**src/rtl/datapath_pkg.sv**
```systemverilog
// Shared types and encodings for the parametrised SLC3 datapath and its
// memory-access sequencer.
package datapath_pkg;

  typedef enum logic [1:0] {
    IDLE = 2'd0,
    WAIT = 2'd1,
    DONE = 2'd2
  } mem_state_t;

  localparam logic [1:0] ALUK_ADD  = 2'd0;
  localparam logic [1:0] ALUK_AND  = 2'd1;
  localparam logic [1:0] ALUK_NOT  = 2'd2;
  localparam logic [1:0] ALUK_PASS = 2'd3;

  localparam logic [1:0] PCMUX_INC  = 2'd0;
  localparam logic [1:0] PCMUX_ADDR = 2'd1;
  localparam logic [1:0] PCMUX_BUS  = 2'd2;
  localparam logic [1:0] PCMUX_RST  = 2'd3;

  localparam logic [1:0] ADDR2_ZERO  = 2'd0;
  localparam logic [1:0] ADDR2_OFF6  = 2'd1;
  localparam logic [1:0] ADDR2_OFF9  = 2'd2;
  localparam logic [1:0] ADDR2_OFF11 = 2'd3;

  localparam logic [2:0] CC_N = 3'b100;
  localparam logic [2:0] CC_Z = 3'b010;
  localparam logic [2:0] CC_P = 3'b001;

endpackage

```
**src/rtl/datapath_gen_if.sv**
```systemverilog
// Control/status bundle between the control FSM (master) and datapath_gen (slave).
interface datapath_gen_if #(
  parameter int W     = 16,
  parameter int LED_W = 10
);
  logic LD_MAR, LD_MDR, LD_IR, LD_BEN, LD_CC, LD_REG, LD_PC, LD_LED;
  logic GatePC, GateMDR, GateALU, GateMARMUX;
  logic SR2MUX, ADDR1MUX, DRMUX, SR1MUX, MIO_EN;
  logic [1:0] PCMUX, ADDR2MUX, ALUK;
  // Memory handshake: MEM_RD/MEM_WR are single-cycle request pulses accepted
  // only while the sequencer is IDLE (read wins if both); MEM_OE/MEM_WE hold
  // until completion, and MEM_RDY pulses for exactly one cycle to mark it.
  logic MEM_RD, MEM_WR;
  logic [W-1:0] MDR_In;
  logic [W-1:0] MAR, MDR, PC, IR;
  logic [LED_W-1:0] LED;
  logic BEN, MEM_OE, MEM_WE, MEM_RDY, BUS_ERR;
  logic [2:0] cc;
  datapath_pkg::mem_state_t seq_state;

  modport master (
    output LD_MAR, LD_MDR, LD_IR, LD_BEN, LD_CC, LD_REG, LD_PC, LD_LED,
    output GatePC, GateMDR, GateALU, GateMARMUX,
    output SR2MUX, ADDR1MUX, DRMUX, SR1MUX, MIO_EN, PCMUX, ADDR2MUX, ALUK,
    output MEM_RD, MEM_WR, MDR_In,
    input  MAR, MDR, PC, IR, LED, BEN, MEM_OE, MEM_WE, MEM_RDY, BUS_ERR,
    input  cc, seq_state
  );

  modport slave (
    input  LD_MAR, LD_MDR, LD_IR, LD_BEN, LD_CC, LD_REG, LD_PC, LD_LED,
    input  GatePC, GateMDR, GateALU, GateMARMUX,
    input  SR2MUX, ADDR1MUX, DRMUX, SR1MUX, MIO_EN, PCMUX, ADDR2MUX, ALUK,
    input  MEM_RD, MEM_WR, MDR_In,
    output MAR, MDR, PC, IR, LED, BEN, MEM_OE, MEM_WE, MEM_RDY, BUS_ERR,
    output cc, seq_state
  );
endinterface

```
**src/rtl/datapath_gen_mem_seq.sv**
```systemverilog
// Memory-access sequencer: IDLE -> WAIT (MEM_WAIT cycles) -> DONE, with
// registered strobes held from acceptance until the DONE cycle ends.
module mem_seq
  import datapath_pkg::*;
#(
  parameter int MEM_WAIT = 2
) (
  input  logic       clk,
  input  logic       rst,
  input  logic       mem_rd,
  input  logic       mem_wr,
  output logic       mem_oe,
  output logic       mem_we,
  output logic       mem_rdy,
  output mem_state_t state
);
  localparam int CW = (MEM_WAIT > 0) ? $clog2(MEM_WAIT + 1) : 1;

  logic [CW-1:0] cnt;

  always_ff @(posedge clk or posedge rst) begin
    if (rst) begin
      state   <= IDLE;
      cnt     <= '0;
      mem_oe  <= 1'b0;
      mem_we  <= 1'b0;
      mem_rdy <= 1'b0;
    end else begin
      mem_rdy <= 1'b0;
      case (state)
        IDLE: begin
          if (mem_rd || mem_wr) begin
            mem_oe <= mem_rd;
            mem_we <= !mem_rd;
            cnt    <= CW'(MEM_WAIT);
            if (MEM_WAIT == 0) begin
              state   <= DONE;
              mem_rdy <= 1'b1;
            end else begin
              state <= WAIT;
            end
          end
        end
        // cnt counts the WAIT cycles still owed, including the current one
        WAIT: begin
          if (cnt <= CW'(1)) begin
            state   <= DONE;
            mem_rdy <= 1'b1;
          end else begin
            cnt <= cnt - CW'(1);
          end
        end
        DONE: begin
          state  <= IDLE;
          mem_oe <= 1'b0;
          mem_we <= 1'b0;
        end
        default: state <= IDLE;
      endcase
    end
  end
endmodule

```
**src/rtl/datapath_gen.sv**
```systemverilog
// Parametrised SLC3 datapath: PC/IR/MAR/MDR, register file, CC/BEN, LED,
// single shared bus with contention detection and an integrated memory sequencer.
module datapath_gen
  import datapath_pkg::*;
#(
  parameter int             W         = 16,
  parameter int             NREG_LG   = 3,
  parameter int             LED_W     = 10,
  parameter int             MEM_WAIT  = 2,
  parameter logic [W-1:0]   RESET_VEC = '0
) (
  input logic           Clk,
  input logic           Reset,
  datapath_gen_if.slave dp
);
  localparam int NREG = 1 << NREG_LG;

  logic [W-1:0]       pc_q, ir_q, mar_q, mdr_q;
  logic [LED_W-1:0]   led_q;
  logic [2:0]         cc_q;
  logic               ben_q, bus_err_q;
  logic [W-1:0]       regs [NREG];

  logic [NREG_LG-1:0] sr1_sel, sr2_sel, dr_sel;
  logic [W-1:0]       sr1_val, sr2_val, imm5, alu_b, alu_out;
  logic [W-1:0]       addr1, addr2, addr_sum, bus, pc_next;
  logic [2:0]         cc_next;
  logic               contention, mdr_fill;
  logic               seq_oe, seq_we, seq_rdy;
  logic               unused_ir;

  assign unused_ir = ^ir_q[W-1:12];

  always_comb begin
    sr1_sel  = dp.SR1MUX ? NREG_LG'(ir_q[8:6]) : NREG_LG'(ir_q[11:9]);
    sr2_sel  = NREG_LG'(ir_q[2:0]);
    dr_sel   = dp.DRMUX ? '1 : NREG_LG'(ir_q[11:9]);
    sr1_val  = regs[sr1_sel];
    sr2_val  = regs[sr2_sel];
    imm5     = {{(W-5){ir_q[4]}}, ir_q[4:0]};
    alu_b    = dp.SR2MUX ? imm5 : sr2_val;
    case (dp.ALUK)
      ALUK_ADD: alu_out = sr1_val + alu_b;
      ALUK_AND: alu_out = sr1_val & alu_b;
      ALUK_NOT: alu_out = ~sr1_val;
      default:  alu_out = sr1_val;
    endcase
    addr1 = dp.ADDR1MUX ? sr1_val : pc_q;
    case (dp.ADDR2MUX)
      ADDR2_ZERO: addr2 = '0;
      ADDR2_OFF6: addr2 = {{(W-6){ir_q[5]}}, ir_q[5:0]};
      ADDR2_OFF9: addr2 = {{(W-9){ir_q[8]}}, ir_q[8:0]};
      default:    addr2 = {{(W-11){ir_q[10]}}, ir_q[10:0]};
    endcase
    addr_sum = addr1 + addr2;
  end

  // Multiple drivers collapse the bus to zero rather than picking a winner
  always_comb begin
    contention = $countones({dp.GatePC, dp.GateMDR, dp.GateALU, dp.GateMARMUX}) > 1;
    bus        = '0;
    if (!contention) begin
      if (dp.GatePC)          bus = pc_q;
      else if (dp.GateMDR)    bus = mdr_q;
      else if (dp.GateALU)    bus = alu_out;
      else if (dp.GateMARMUX) bus = addr_sum;
    end
    if (bus[W-1])       cc_next = CC_N;
    else if (bus == '0) cc_next = CC_Z;
    else                cc_next = CC_P;
    case (dp.PCMUX)
      PCMUX_INC:  pc_next = pc_q + W'(1);
      PCMUX_ADDR: pc_next = addr_sum;
      PCMUX_BUS:  pc_next = bus;
      default:    pc_next = RESET_VEC;
    endcase
  end

  mem_seq #(.MEM_WAIT(MEM_WAIT)) u_mem_seq (
    .clk     (Clk),
    .rst     (Reset),
    .mem_rd  (dp.MEM_RD),
    .mem_wr  (dp.MEM_WR),
    .mem_oe  (seq_oe),
    .mem_we  (seq_we),
    .mem_rdy (seq_rdy),
    .state   (dp.seq_state)
  );

  // A completing read captures memory data even without LD_MDR
  assign mdr_fill = seq_rdy && seq_oe && dp.MIO_EN;

  always_ff @(posedge Clk or posedge Reset) begin
    if (Reset) begin
      pc_q      <= RESET_VEC;
      ir_q      <= '0;
      mar_q     <= '0;
      mdr_q     <= '0;
      led_q     <= '0;
      cc_q      <= '0;
      ben_q     <= 1'b0;
      bus_err_q <= 1'b0;
      for (int i = 0; i < NREG; i++) regs[i] <= '0;
    end else begin
      if (dp.LD_PC)             pc_q  <= pc_next;
      if (dp.LD_IR)             ir_q  <= bus;
      if (dp.LD_MAR)            mar_q <= bus;
      if (dp.LD_MDR || mdr_fill) mdr_q <= dp.MIO_EN ? dp.MDR_In : bus;
      if (dp.LD_LED)            led_q <= ir_q[LED_W-1:0];
      if (dp.LD_CC)             cc_q  <= cc_next;
      if (dp.LD_BEN)            ben_q <= |(ir_q[11:9] & cc_q);
      if (dp.LD_REG)            regs[dr_sel] <= bus;
      if (contention)           bus_err_q <= 1'b1;
    end
  end

  assign dp.PC      = pc_q;
  assign dp.IR      = ir_q;
  assign dp.MAR     = mar_q;
  assign dp.MDR     = mdr_q;
  assign dp.LED     = led_q;
  assign dp.BEN     = ben_q;
  assign dp.BUS_ERR = bus_err_q;
  assign dp.cc      = cc_q;
  assign dp.MEM_OE  = seq_oe;
  assign dp.MEM_WE  = seq_we;
  assign dp.MEM_RDY = seq_rdy;
endmodule

```
**src/flat_wrapper.sv**
```systemverilog
// flat-port wrapper written by rule: the top's interface ports become plain ports
module datapath_gen_flat import datapath_pkg::*;
#(
  parameter int             W         = 16,
  parameter int             NREG_LG   = 3,
  parameter int             LED_W     = 10,
  parameter int             MEM_WAIT  = 2,
  parameter logic [W-1:0]   RESET_VEC = '0
)
  (Clk, Reset, dp_LD_MAR, dp_LD_MDR, dp_LD_IR, dp_LD_BEN, dp_LD_CC, dp_LD_REG, dp_LD_PC, dp_LD_LED, dp_GatePC, dp_GateMDR, dp_GateALU, dp_GateMARMUX, dp_SR2MUX, dp_ADDR1MUX, dp_DRMUX, dp_SR1MUX, dp_MIO_EN, dp_PCMUX, dp_ADDR2MUX, dp_ALUK, dp_MEM_RD, dp_MEM_WR, dp_MDR_In, dp_MAR, dp_MDR, dp_PC, dp_IR, dp_LED, dp_BEN, dp_MEM_OE, dp_MEM_WE, dp_MEM_RDY, dp_BUS_ERR, dp_cc, dp_seq_state);
  datapath_gen_if #(.W(W), .LED_W(LED_W)) dp_i ();
  input logic Clk;
  input logic Reset;
  input wire logic [$bits(dp_i.LD_MAR)-1:0] dp_LD_MAR;
  input wire logic [$bits(dp_i.LD_MDR)-1:0] dp_LD_MDR;
  input wire logic [$bits(dp_i.LD_IR)-1:0] dp_LD_IR;
  input wire logic [$bits(dp_i.LD_BEN)-1:0] dp_LD_BEN;
  input wire logic [$bits(dp_i.LD_CC)-1:0] dp_LD_CC;
  input wire logic [$bits(dp_i.LD_REG)-1:0] dp_LD_REG;
  input wire logic [$bits(dp_i.LD_PC)-1:0] dp_LD_PC;
  input wire logic [$bits(dp_i.LD_LED)-1:0] dp_LD_LED;
  input wire logic [$bits(dp_i.GatePC)-1:0] dp_GatePC;
  input wire logic [$bits(dp_i.GateMDR)-1:0] dp_GateMDR;
  input wire logic [$bits(dp_i.GateALU)-1:0] dp_GateALU;
  input wire logic [$bits(dp_i.GateMARMUX)-1:0] dp_GateMARMUX;
  input wire logic [$bits(dp_i.SR2MUX)-1:0] dp_SR2MUX;
  input wire logic [$bits(dp_i.ADDR1MUX)-1:0] dp_ADDR1MUX;
  input wire logic [$bits(dp_i.DRMUX)-1:0] dp_DRMUX;
  input wire logic [$bits(dp_i.SR1MUX)-1:0] dp_SR1MUX;
  input wire logic [$bits(dp_i.MIO_EN)-1:0] dp_MIO_EN;
  input wire logic [$bits(dp_i.PCMUX)-1:0] dp_PCMUX;
  input wire logic [$bits(dp_i.ADDR2MUX)-1:0] dp_ADDR2MUX;
  input wire logic [$bits(dp_i.ALUK)-1:0] dp_ALUK;
  input wire logic [$bits(dp_i.MEM_RD)-1:0] dp_MEM_RD;
  input wire logic [$bits(dp_i.MEM_WR)-1:0] dp_MEM_WR;
  input wire logic [$bits(dp_i.MDR_In)-1:0] dp_MDR_In;
  output wire logic [$bits(dp_i.MAR)-1:0] dp_MAR;
  output wire logic [$bits(dp_i.MDR)-1:0] dp_MDR;
  output wire logic [$bits(dp_i.PC)-1:0] dp_PC;
  output wire logic [$bits(dp_i.IR)-1:0] dp_IR;
  output wire logic [$bits(dp_i.LED)-1:0] dp_LED;
  output wire logic [$bits(dp_i.BEN)-1:0] dp_BEN;
  output wire logic [$bits(dp_i.MEM_OE)-1:0] dp_MEM_OE;
  output wire logic [$bits(dp_i.MEM_WE)-1:0] dp_MEM_WE;
  output wire logic [$bits(dp_i.MEM_RDY)-1:0] dp_MEM_RDY;
  output wire logic [$bits(dp_i.BUS_ERR)-1:0] dp_BUS_ERR;
  output wire logic [$bits(dp_i.cc)-1:0] dp_cc;
  output wire logic [$bits(dp_i.seq_state)-1:0] dp_seq_state;
  assign dp_i.LD_MAR = dp_LD_MAR;
  assign dp_i.LD_MDR = dp_LD_MDR;
  assign dp_i.LD_IR = dp_LD_IR;
  assign dp_i.LD_BEN = dp_LD_BEN;
  assign dp_i.LD_CC = dp_LD_CC;
  assign dp_i.LD_REG = dp_LD_REG;
  assign dp_i.LD_PC = dp_LD_PC;
  assign dp_i.LD_LED = dp_LD_LED;
  assign dp_i.GatePC = dp_GatePC;
  assign dp_i.GateMDR = dp_GateMDR;
  assign dp_i.GateALU = dp_GateALU;
  assign dp_i.GateMARMUX = dp_GateMARMUX;
  assign dp_i.SR2MUX = dp_SR2MUX;
  assign dp_i.ADDR1MUX = dp_ADDR1MUX;
  assign dp_i.DRMUX = dp_DRMUX;
  assign dp_i.SR1MUX = dp_SR1MUX;
  assign dp_i.MIO_EN = dp_MIO_EN;
  assign dp_i.PCMUX = dp_PCMUX;
  assign dp_i.ADDR2MUX = dp_ADDR2MUX;
  assign dp_i.ALUK = dp_ALUK;
  assign dp_i.MEM_RD = dp_MEM_RD;
  assign dp_i.MEM_WR = dp_MEM_WR;
  assign dp_i.MDR_In = dp_MDR_In;
  assign dp_MAR = dp_i.MAR;
  assign dp_MDR = dp_i.MDR;
  assign dp_PC = dp_i.PC;
  assign dp_IR = dp_i.IR;
  assign dp_LED = dp_i.LED;
  assign dp_BEN = dp_i.BEN;
  assign dp_MEM_OE = dp_i.MEM_OE;
  assign dp_MEM_WE = dp_i.MEM_WE;
  assign dp_MEM_RDY = dp_i.MEM_RDY;
  assign dp_BUS_ERR = dp_i.BUS_ERR;
  assign dp_cc = dp_i.cc;
  assign dp_seq_state = dp_i.seq_state;
  datapath_gen #(.W(W), .NREG_LG(NREG_LG), .LED_W(LED_W), .MEM_WAIT(MEM_WAIT), .RESET_VEC(RESET_VEC)) u_core (.Clk(Clk), .Reset(Reset), .dp(dp_i));
endmodule
```
**config.mk**
```make
export PLATFORM = sky130hd
export DESIGN_NAME = datapath_gen_flat
export DESIGN_NICKNAME = d
export VERILOG_FILES = /design/src/rtl/datapath_pkg.sv /design/src/rtl/datapath_gen_if.sv /design/src/rtl/datapath_gen_mem_seq.sv /design/src/rtl/datapath_gen.sv /design/src/flat_wrapper.sv
export SDC_FILE = /design/constraint.sdc
export NUM_CORES = 1
export LEC_CHECK = 0
export CAP_MARGIN = 10
export CELL_PAD_IN_SITES_DETAIL_PLACEMENT = 2
export CELL_PAD_IN_SITES_GLOBAL_PLACEMENT = 2
export CORE_MARGIN = 5
export CORE_UTILIZATION = 34
export CTS_CLUSTER_DIAMETER = 200
export DETAILED_ROUTE_END_ITERATION = 8
export PLACE_DENSITY = 0.83
export SYNTH_ARGS = -nofsm -noshare
export SYNTH_HDL_FRONTEND = slang
export SYNTH_HIERARCHICAL = 1
export SYNTH_SLANG_ARGS = --single-unit
```
**constraint.sdc**
```tcl
create_clock -name Clk -period 6.5 [get_ports Clk]
set_input_delay 1.3 -clock Clk [delete_from_list [all_inputs] [get_ports Clk]]
set_output_delay 1.3 -clock Clk [all_outputs]
set_load 0.005 [all_outputs]
```
Yosys cells after proc, flatten, opt, wreduce, memory -nomap -nowiden
Index checks and enable logic that the tools add are counted.

Multiplexer cells: 36. Add/subtract/negate cells: 7. Bitwise operators: 6. Reduce and logical (&&, ||, !) cells: 17. Magnitude comparators: 6. Equality and inequality tests: 11.

Operators with widths (count): $mux W16 (13); $pmux W16 S3 (3); $bwmux W128 (1); $bmux W16 S3 (2); $demux W16 S3 (1); $add A16 B16 Y16 (2); $add A32 B32 Y32 (1); $gt A32 B2 Y1 const B (1); $add A16 B1 Y16 const B (1); $and A16 B16 Y16 (1); $logic_not A16 Y1 (1); $not A16 Y16 (1); $ge A4 B4 Y1 const B (3); $not A3 Y4 (3); $mux W2 (5); $mux W3 (3); $eq A2 B1 Y1 const B (4); $eq A2 B2 Y1 const B (4); $logic_not A2 Y1 (4); $pmux W2 S2 (2); $ne A2 B2 Y1 const B (3); $add A1 B1 Y2 (2); $lt A4 B1 Y1 const B (1); $mux W1 (4); 11 further kinds (17).

Bits in registers: 214. Output and inout bits: 84. Input bits: 43.

Logic depth before layout (Yosys ltp)
Gate-level depths: netlist of the first run.

Depth in word-level cells: 15. Mapped depth: 22. Depth with buffers taken out: 18.

By module
Netlist of the first run, hierarchy kept.

By module, submodules not included: datapath_gen (cells each 1415, seq. area each 5180.0 um2, area an instance 13837.0 um2, instances 1); mem_seq (cells each 32, seq. area each 175.2 um2, area an instance 330.3 um2, instances 1).

Worst setup path before layout of the first run
Ideal clock, no wire load.

Kind: input -> register. Start point: input dp_SR1MUX. End point: register u_core.cc_q[1] (netlist: u_core/dp.cc[1]). Setup time: 0.122 ns. Stages on the path: 19. Arrival time: 6.041 ns. Setup slack: 0.337 ns. Data required time: 6.378 ns. Path through: buf_6 mux2i_2 clkbuf_1 clkbuf_1 a21oi_1 mux2_2 mux2_2 ha_1 a211o_1 a211oi_1 or3_1 a21boi_0 o31a_1 and3_1 a311o_1 nor2_2 a2111o_1 and4bb_1 a32o_1.

Word-level cells in the longest chain between the ends: 15.

Ends and longest elaborated chain: start: declaration (line flat_wrapper.sv:29) `input wire logic [$bits(dp_i.SR1MUX)-1:0] dp_SR1MUX;`; $mux W3 (*) (line datapath_gen.sv:35) `sr1_sel = dp.SR1MUX ? NREG_LG'(ir_q[8:6]) : NREG_LG'(ir_q[11:9]);`; $not A3 Y4 (implied by the code) (*) (line datapath_gen.sv:38) `sr1_val = regs[sr1_sel];`; $bmux W16 S3 (*) (line datapath_gen.sv:38); $mux W16 (implied by the code) (*) (2 in a row) (line datapath_gen.sv:38); $mux W16 (line datapath_gen.sv:48) `addr1 = dp.ADDR1MUX ? sr1_val : pc_q;`; $add A16 B16 Y16 (line datapath_gen.sv:55) `addr_sum = addr1 + addr2;`; $mux W16 (line datapath_gen.sv:66) `else if (dp.GateMARMUX) bus = addr_sum;`; $mux W16 (*) (line datapath_gen.sv:65) `else if (dp.GateALU) bus = alu_out;`; $mux W16 (*) (line datapath_gen.sv:64) `else if (dp.GateMDR) bus = mdr_q;`; $mux W16 (*) (line datapath_gen.sv:63) `if (dp.GatePC) bus = pc_q;`; $mux W16 (*) (line datapath_gen.sv:62) `if (!contention) begin`; $logic_not A16 Y1 (line datapath_gen.sv:69) `else if (bus == '0) cc_next = CC_Z;`; $mux W2 (line datapath_gen.sv:69); $mux W3 (*) (line datapath_gen.sv:68) `if (bus[W-1]) cc_next = CC_N;`; end signal: assignment (line datapath_gen.sv:110) `if (dp.LD_CC) cc_q <= cc_next;`; end: declaration (line datapath_gen.sv:20) `logic [2:0] cc_q;`.

Every way passes the cells marked *; elsewhere a longest branch is shown, timed or not. The select of a mux whose other input is x is not followed. A chain may end at the register's enable or synchronous reset.

Worst setup path in the final report of the first run
Start point: input dp_SR1MUX. End point: register u_core/regs[63] (netlist bit).

Word-level cells in the longest chain between the ends: 13.

Ends and longest elaborated chain: $mux W3 (*) (line datapath_gen.sv:35); $not A3 Y4 (implied by the code) (*) (line datapath_gen.sv:38); $bmux W16 S3 (*) (line datapath_gen.sv:38); $mux W16 (implied by the code) (*) (2 in a row) (line datapath_gen.sv:38); $mux W16 (line datapath_gen.sv:48); $add A16 B16 Y16 (line datapath_gen.sv:55); $mux W16 (line datapath_gen.sv:66); $mux W16 (*) (line datapath_gen.sv:65); $mux W16 (*) (line datapath_gen.sv:64); $mux W16 (*) (line datapath_gen.sv:63); $mux W16 (*) (line datapath_gen.sv:62); $bwmux W128 (*) (line datapath_gen.sv:112) `if (dp.LD_REG) regs[dr_sel] <= bus;`; end signal: indexed assignment (line datapath_gen.sv:112); end: declaration (line datapath_gen.sv:22) `logic [W-1:0] regs [NREG];`.

Marked as above.

==> flow_metrics.env, run 1 <==
export IMPL_status="finished, final reports clean"
export IMPL_rr_startpoint="u_core/dp.IR[0]"
export IMPL_finalClockSkew_ps=21.2
export IMPL_fillerInstances=4331
export IMPL_cp_max_fo=13
export IMPL_grt_pass1_vias=14982
export IMPL_synth_area_leaders="dfrtp_1 (38%), mux2_2 (8.5%), mux4_2 (7.2%), a21oi_1 (4.8%), mux2i_1 (4.0%)"
export IMPL_grt_pass1_wl_um=98800
export IMPL_worstMarginPinSlew_ps=1180
export IMPL_routed_wl_um=66100
export IMPL_arrival_ps=6880
export IMPL_power_density_nw_per_um2=363
export IMPL_cts_tree="done"
export IMPL_vdd_drop_max_uv=228
export IMPL_stdcell_area_sq_um=17700
export IMPL_min_delay_path_class="flop to flop"
export IMPL_period_minus_slack_ps=6420
export IMPL_final_util_pct=43.1
export IMPL_wl_per_cell_um=30.3
export IMPL_synth_top_area_cell="dfrtp_1"
export IMPL_cts_buffers=27
export IMPL_holdWs_ps=475
export IMPL_yosysWarningCount=6
export IMPL_pre_cts_slack_ps=-422
export IMPL_cpPeakStageDelay_ps=590
export IMPL_area_growth_pct=24.8
export IMPL_netlist_instances=1447
export IMPL_synth_common_cells="dfrtp_1 (214), a21oi_1 (135), nor2_1 (124)"
export IMPL_synth_most_common_cell="dfrtp_1"
export IMPL_dp_hpwl_um=46900
export IMPL_crit_start="dp_SR1MUX"
export IMPL_hp_start="u_core/dp.BUS_ERR"
export IMPL_hold_viol=0
export IMPL_die_height_um=214
export IMPL_worst_setup_path_start_kind="input pin"
export IMPL_dieArea_sq_um=45900
export IMPL_first_pass_iters=7
export IMPL_synth_area_sq_um=14200
export IMPL_slew_limit_headroom_pct=20.9
export IMPL_clk_root_buffer_cell="clkbuf_16"
export IMPL_crit_chain="clkdlybuf4s50_1 -> buf_4 -> mux2i_4 -> buf_4 -> a211oi_1 -> a211oi_1 -> a21oi_1 -> buf_4 -> a21oi_1 -> ha_1 -> o21a_1 -> nor3_1 -> or3_1 -> a21boi_0 -> buf_4 -> o21a_1 -> nor2_1 -> xnor2_1 -> o211a_1 -> nor3_4 -> inv_1 -> buf_4 -> o21ai_1"
export IMPL_portBuffers=126
export IMPL_cts_sinks=214
export IMPL_gp_congestion=0.984
export IMPL_drv_slew=0
export IMPL_min_path_cells=1
export IMPL_critPathCaptureType="flop"
export IMPL_h_tree_depth=1
export IMPL_regArea_sq_um=5360
export IMPL_power_leakage_uw=0.00793
export IMPL_fp_row_count=74
export IMPL_grt_max_degree=123
export IMPL_postSynthAreaPerCell_sq_um=9.79
export IMPL_insertion_delay_ps=580
export IMPL_r2r_cells=19
export IMPL_synth_edf_count=0
export IMPL_nets=1705
export IMPL_drtIter0Drc=909
export IMPL_vias=13461
export IMPL_max_cap_viol_count=0
export IMPL_path_class="input pin to flop"
export IMPL_antenna_found_initial=3
export IMPL_place_area_sq_um=16800
export IMPL_die_x_um=214
export IMPL_clkSlewWorstSetupHoldPaths_ps=80
export IMPL_critPathSlowestCell="clkdlybuf4s50_1"
export IMPL_overflow=0
export IMPL_fmax_mhz=156
export IMPL_core_area_sq_um=41000
export IMPL_viasPerCell=6.17
export IMPL_synthFlopType="dfrtp_1"
export IMPL_drive_gt1_share_pct=21.8
export IMPL_seq_area_frac_synth_pct=37.8
export IMPL_synth_nets=1525
export IMPL_setup_slack_ps=78.9
export IMPL_io_pins=127
export IMPL_start_util_pct=34.5
export IMPL_drc=0
export IMPL_worstPathRequired_ps=6960
export IMPL_clockBufferDepth=3
export IMPL_finalSetupTns_ps=0
export IMPL_multi_input_area_sq_um=8300
export IMPL_crit_top_cell="buf_4"
export IMPL_antenna_cells=0
export IMPL_finalSetupViolCount=0
export IMPL_cts_hold_buffers_added=0
export IMPL_ys_seq_elements=214
export IMPL_synth_top_area_share_pct=37.8
export IMPL_netlist_cell_type_count=84
export IMPL_finalCritPeriodShare_pct=98.8
export IMPL_ant_nets=0
export IMPL_grt_usage_pct=27.8
export IMPL_synthArstFlopShare_pct=100
-- worst paths after layout --
| kind | endpoint | slack (ps) |
|---|---|---|
| setup / recovery | u_core/regs[63] | 80 |
| hold / removal | u_core/dp.BUS_ERR | 480 |
| setup reg to reg | u_core/regs[63] | 850 |
| hold reg to reg | u_core/dp.BUS_ERR | 480 |
| max in group asynchronous | u_core/dp.IR[0] | 3890 |
| min in group asynchronous | u_core/u_mem_seq/mem_oe | 1090 |
-- layout by cell type (no fill, tap or decap), drive strengths merged, types with 39 or more instances in the layout --
master / synthesis / routed
dfrtp: 214 / 214
mux2i: 59 / 59
clkdlybuf4s50: 0 / 126
nor2: 126 / 126
mux4: 51 / 51
clkbuf: 86 / 39
a21oi: 135 / 135
nand2: 118 / 118
mux2: 107 / 107
inv: 41 / 43
buf: 19 / 130
o21ai: 91 / 91
-- area by class of cell --
class	count	share of cell area [%]
clock buffer	39	4.36
clock inverter	11	0.637
inverter	42	0.913
timing repair buffer	256	13.1
multi-input combinational	1086	46.9
tap	532	3.76
sequential	214	30.3
-- through the flow --
stage,power (uW),std cells
floorplan,3470,1447
global placement,4580,2128
detailed placement,4790,2128
CTS,6400,2178
global route,6700,2180
finish,6420,2180
-- timing repair --
| action | CTS | global route |
|---|---|---|
| setup endpoints to repair | 1 | 6 |
| gates resized for setup | 1 | 4 |
| pin swaps | 0 | 1 |
| setup buffers | 0 | 2 |
-- report_power, final --
part           switching (uW)  leakage [uW]  internal (uW)  total (uW)
sequential                408       0.00278           1660        2060
clock                     666      0.000422            872        1540
combinational            1530       0.00472           1290        2810
total                    2600       0.00793           3820        6420
-- routing by layer --
metal	vias up	routed length (um)	global-route usage, %
li1	5699	-	-
met1	7027	26500	34.5
met2	561	32100	47.5
met3	172	4380	5.51
met4	2	3130	11.7
met5	-	26	0
-- worst max-delay path: cells and delay by family --
kind | cells | cell delay [ps]
AO/OA/AOI/OAI | 9 | 1780
XOR/XNOR | 1 | 150
adder cells (fa/ha/maj) | 1 | 310
buffers and inverters | 7 | 1930
multiplexers | 1 | 460
AND/OR/NAND/NOR | 4 | 920
-- cells by family after synthesis --
kind of cell | count (synthesis) | share of synthesized area, %
multiplexers | 217 | 21.1
AO/OA/AOI/OAI | 401 | 18.1
adder cells (fa/ha/maj) | 35 | 3.20
XOR/XNOR | 39 | 2.41
AND/OR/NAND/NOR | 394 | 13.2
flip-flops | 214 | 37.8
buffers and inverters | 147 | 4.14
-- flip-flops by register name, summed over array words and instances (netlist names) --
register,count
u_core/dp.BEN,1
u_core/dp.BUS_ERR,1
u_core/dp.IR,16
u_core/dp.LED,10
u_core/dp.MAR,16
u_core/dp.MDR,16
u_core/dp.PC,16
u_core/dp.cc,3
u_core/regs,128
u_core/u_mem_seq/cnt,2
u_core/u_mem_seq/mem_oe,1
u_core/u_mem_seq/mem_rdy,1
u_core/u_mem_seq/mem_we,1
u_core/u_mem_seq/state,2
Note: power is estimated with default switching activity, not from simulation.
==> run 2: changes to the inputs <==
--- a/config.mk
+++ b/config.mk
@@ -5,14 +5,15 @@
 export SDC_FILE = /design/constraint.sdc
 export NUM_CORES = 1
 export LEC_CHECK = 0
+export ABC_AREA = 1
 export CAP_MARGIN = 10
 export CELL_PAD_IN_SITES_DETAIL_PLACEMENT = 2
 export CELL_PAD_IN_SITES_GLOBAL_PLACEMENT = 2
 export CORE_MARGIN = 5
-export CORE_UTILIZATION = 34
+export CORE_UTILIZATION = 30
 export CTS_CLUSTER_DIAMETER = 200
 export DETAILED_ROUTE_END_ITERATION = 8
-export PLACE_DENSITY = 0.83
+export PLACE_DENSITY = 0.84
 export SYNTH_ARGS = -nofsm -noshare
 export SYNTH_HDL_FRONTEND = slang
 export SYNTH_HIERARCHICAL = 1
==> run 2 against run 1 <==
  * Cell count rose by 25%
  * Highest routed layer is now met4
  * Synthesized area fell by 2.3%
  * Design area shrank 5.5%
  * Largest power group unchanged
==> flow_metrics.env, run 2 <==
export IMPL_postSynthAreaPerCell_sq_um=6.90
export IMPL_vdd_drop_max_uv=222
export IMPL_worstPathRequired_ps=6960
export IMPL_synth_most_common_cell="nand2_1"
export IMPL_vias=15065
export IMPL_synth_common_cells="nand2_1 (530), o21ai_0 (321), dfrtp_1 (214)"
export IMPL_grt_pass1_vias=16292
export IMPL_drtIter0Drc=999
export IMPL_synthArstFlopShare_pct=100
export IMPL_netlist_cell_type_count=45
export IMPL_finalSetupViolCount=0
export IMPL_cts_hold_buffers_added=0
export IMPL_layout_common_cells="nand2_1 (530), o21ai_0 (321), dfrtp_1 (212), inv_1 (170), a21oi_1 (141)"
export IMPL_ant_nets=0
export IMPL_h_tree_depth=1
export IMPL_core_area_sq_um=45500
export IMPL_dieArea_sq_um=50500
export IMPL_first_pass_iters=5
export IMPL_antenna_found_initial=1
export IMPL_cts_buffers=28
export IMPL_synth_top_area_share_pct=38.7
export IMPL_drv_slew=0
export IMPL_insertion_delay_ps=590
export IMPL_clkSlewWorstSetupHoldPaths_ps=70
export IMPL_seq_area_frac_synth_pct=38.7
export IMPL_start_util_pct=30.4
export IMPL_yosysWarningCount=6
export IMPL_drc=0
export IMPL_hp_start="u_core/dp.BUS_ERR"
export IMPL_finalCritPeriodShare_pct=87.4
export IMPL_grt_usage_pct=25.8
export IMPL_period_minus_slack_ps=5680
export IMPL_die_height_um=225
export IMPL_synth_top_area_cell="dfrtp_1"
export IMPL_cp_max_fo=57
export IMPL_hold_viol=0
export IMPL_dp_hpwl_um=47600
export IMPL_slew_limit_headroom_pct=28.2
export IMPL_critPathSlowestCell="clkdlybuf4s50_1"
export IMPL_min_delay_path_class="flop to flop"
export IMPL_status="finished, final reports clean"
export IMPL_max_cap_viol_count=0
export IMPL_portBuffers=126
export IMPL_final_util_pct=36.7
export IMPL_multi_input_area_sq_um=7250
export IMPL_synth_area_leaders="dfrtp_1 (39%), nand2_1 (14%), o21ai_0 (12%), a21oi_1 (5.1%), inv_1 (4.6%)"
export IMPL_overflow=0
export IMPL_regArea_sq_um=5360
export IMPL_grt_setup_unrepaired="no"
export IMPL_regMostFlops="u_core/regs"
export IMPL_fillerInstances=5423
export IMPL_netlist_instances=2006
export IMPL_fp_row_count=78
export IMPL_die_x_um=225
export IMPL_cpPeakStageDelay_ps=790
export IMPL_crit_start="dp_SR1MUX"
export IMPL_power_leakage_uw=0.00743
export IMPL_viasPerCell=5.53
export IMPL_worstMarginPinSlew_ps=1080
export IMPL_synth_area_sq_um=13800
export IMPL_power_density_nw_per_um2=316
export IMPL_ctsResizeCount=0
export IMPL_cts_tree="done"
export IMPL_layout_commonest_cell="nand2_1"
export IMPL_synth_nets=2084
export IMPL_crit_top_cell="nand2_1"
export IMPL_io_pins=127
export IMPL_routed_wl_um=66700
export IMPL_synth_edf_count=0
export IMPL_rr_startpoint="u_core/dp.IR[0]"
export IMPL_holdWs_ps=465
export IMPL_drive_gt1_share_pct=6.88
export IMPL_path_class="input pin to flop"
export IMPL_area_growth_pct=20.8
export IMPL_grt_max_degree=115
export IMPL_synthFlopType="dfrtp_1"
export IMPL_finalClockSkew_ps=34.3
export IMPL_post_cts_buffers=0
export IMPL_clockBufferDepth=3
export IMPL_clk_root_buffer_cell="clkbuf_16"
export IMPL_critPathCaptureType="flop"
export IMPL_wl_per_cell_um=24.5
export IMPL_grt_pass1_wl_um=101000
export IMPL_ys_seq_elements=214
export IMPL_fmax_mhz=176
export IMPL_largest_reg_flops=128
export IMPL_arrival_ps=6140
export IMPL_nets=2178
export IMPL_cts_sinks=214
export IMPL_gp_congestion=0.902
export IMPL_finalSetupTns_ps=0
export IMPL_worst_setup_path_start_kind="input pin"
-- run 2: cell types whose count changed after synthesis, moves of 18 or more --
cell,previous run,this run
a211oi_1,25,0
a21o_1,21,0
buf_2,3,21
inv_1,41,171
mux2_2,107,0
mux2i_1,56,0
mux4_2,45,0
nand2_1,118,530
nand3_1,22,102
nor2b_1,34,0
o21ai_0,88,321
o21ai_1,3,91
o31ai_1,18,0
xnor2_1,26,4
-- run 2: where the power goes --
group | leakage, uW | switching, uW | internal (uW)
clock network | 0.000455 | 657 | 902
registers | 0.00283 | 247 | 1570
logic | 0.00414 | 1240 | 660
-- run 2: kinds of logic after synthesis --
| kind of cell | Yosys count | synth area share, % |
|---|---|---|
| AOI/OAI and AO/OA | 612 | 23.3 |
| xor gates and xnor gates | 15 | 0.949 |
| adders and majority gates | 35 | 3.27 |
| buffers and inverters | 303 | 9.00 |
| DFF | 214 | 38.7 |
| and+or+nand+nor | 827 | 24.7 |
-- run 2: stage by stage --
| step | cells | worst slack, ps | total power (uW) | area (sq um) |
|---|---|---|---|---|
| 2_1_floorplan | 2006 | 1760 | 2840 | 13800 |
| 3_3_place_gp | 2670 | 501 | 3580 | 15800 |
| 3_5_place_dp | 2670 | 353 | 3700 | 15800 |
| 4_1_cts | 2722 | 870 | 5290 | 16700 |
| 5_1_grt | 2722 | 272 | 5580 | 16700 |
| 6_report | 2723 | 818 | 5280 | 16700 |
-- run 2: worst paths after layout --
kind | end | cells after the start | slack, ps
max in group asynchronous | u_core/regs[11] | 3 | 3940
hold / removal | u_core/dp.BUS_ERR | 1 | 470
min in group asynchronous | u_core/u_mem_seq/cnt[0] | 2 | 1060
setup / recovery | u_core/regs[63] | 27 | 820
setup reg to reg | u_core/dp.PC[10] | 22 | 1340
hold reg to reg | u_core/dp.BUS_ERR | 1 | 470
-- run 2: layer usage --
metal / track usage, % / part of all wire, % / vias to the layer above
met1: 33.5 / 43 / 7657
met3: 4.86 / 5.9 / 140
met5: 0 / 0 / -
met2: 41.5 / 45 / 439
li1: - / - / 6829
met4: 12.4 / 5.5 / 0
-- run 2: cell type report --
cell class	instances	share of cell area, %
clock inverters	7	0.404
clock buffers	45	5.11
multi-input cells	1489	43.4
repair buffers	182	10.4
diodes	1	0.0150
flip-flops and latches	214	32.1
inverters	185	4.18
well taps	600	4.49
-- run 2: critical path, delay by kind of cell --
kind	cells	cell delay (ps)
compound gates	8	1670
buf+inv	3	1270
fa+ha+maj	1	240
simple gates	14	1480
xor+xnor	1	140
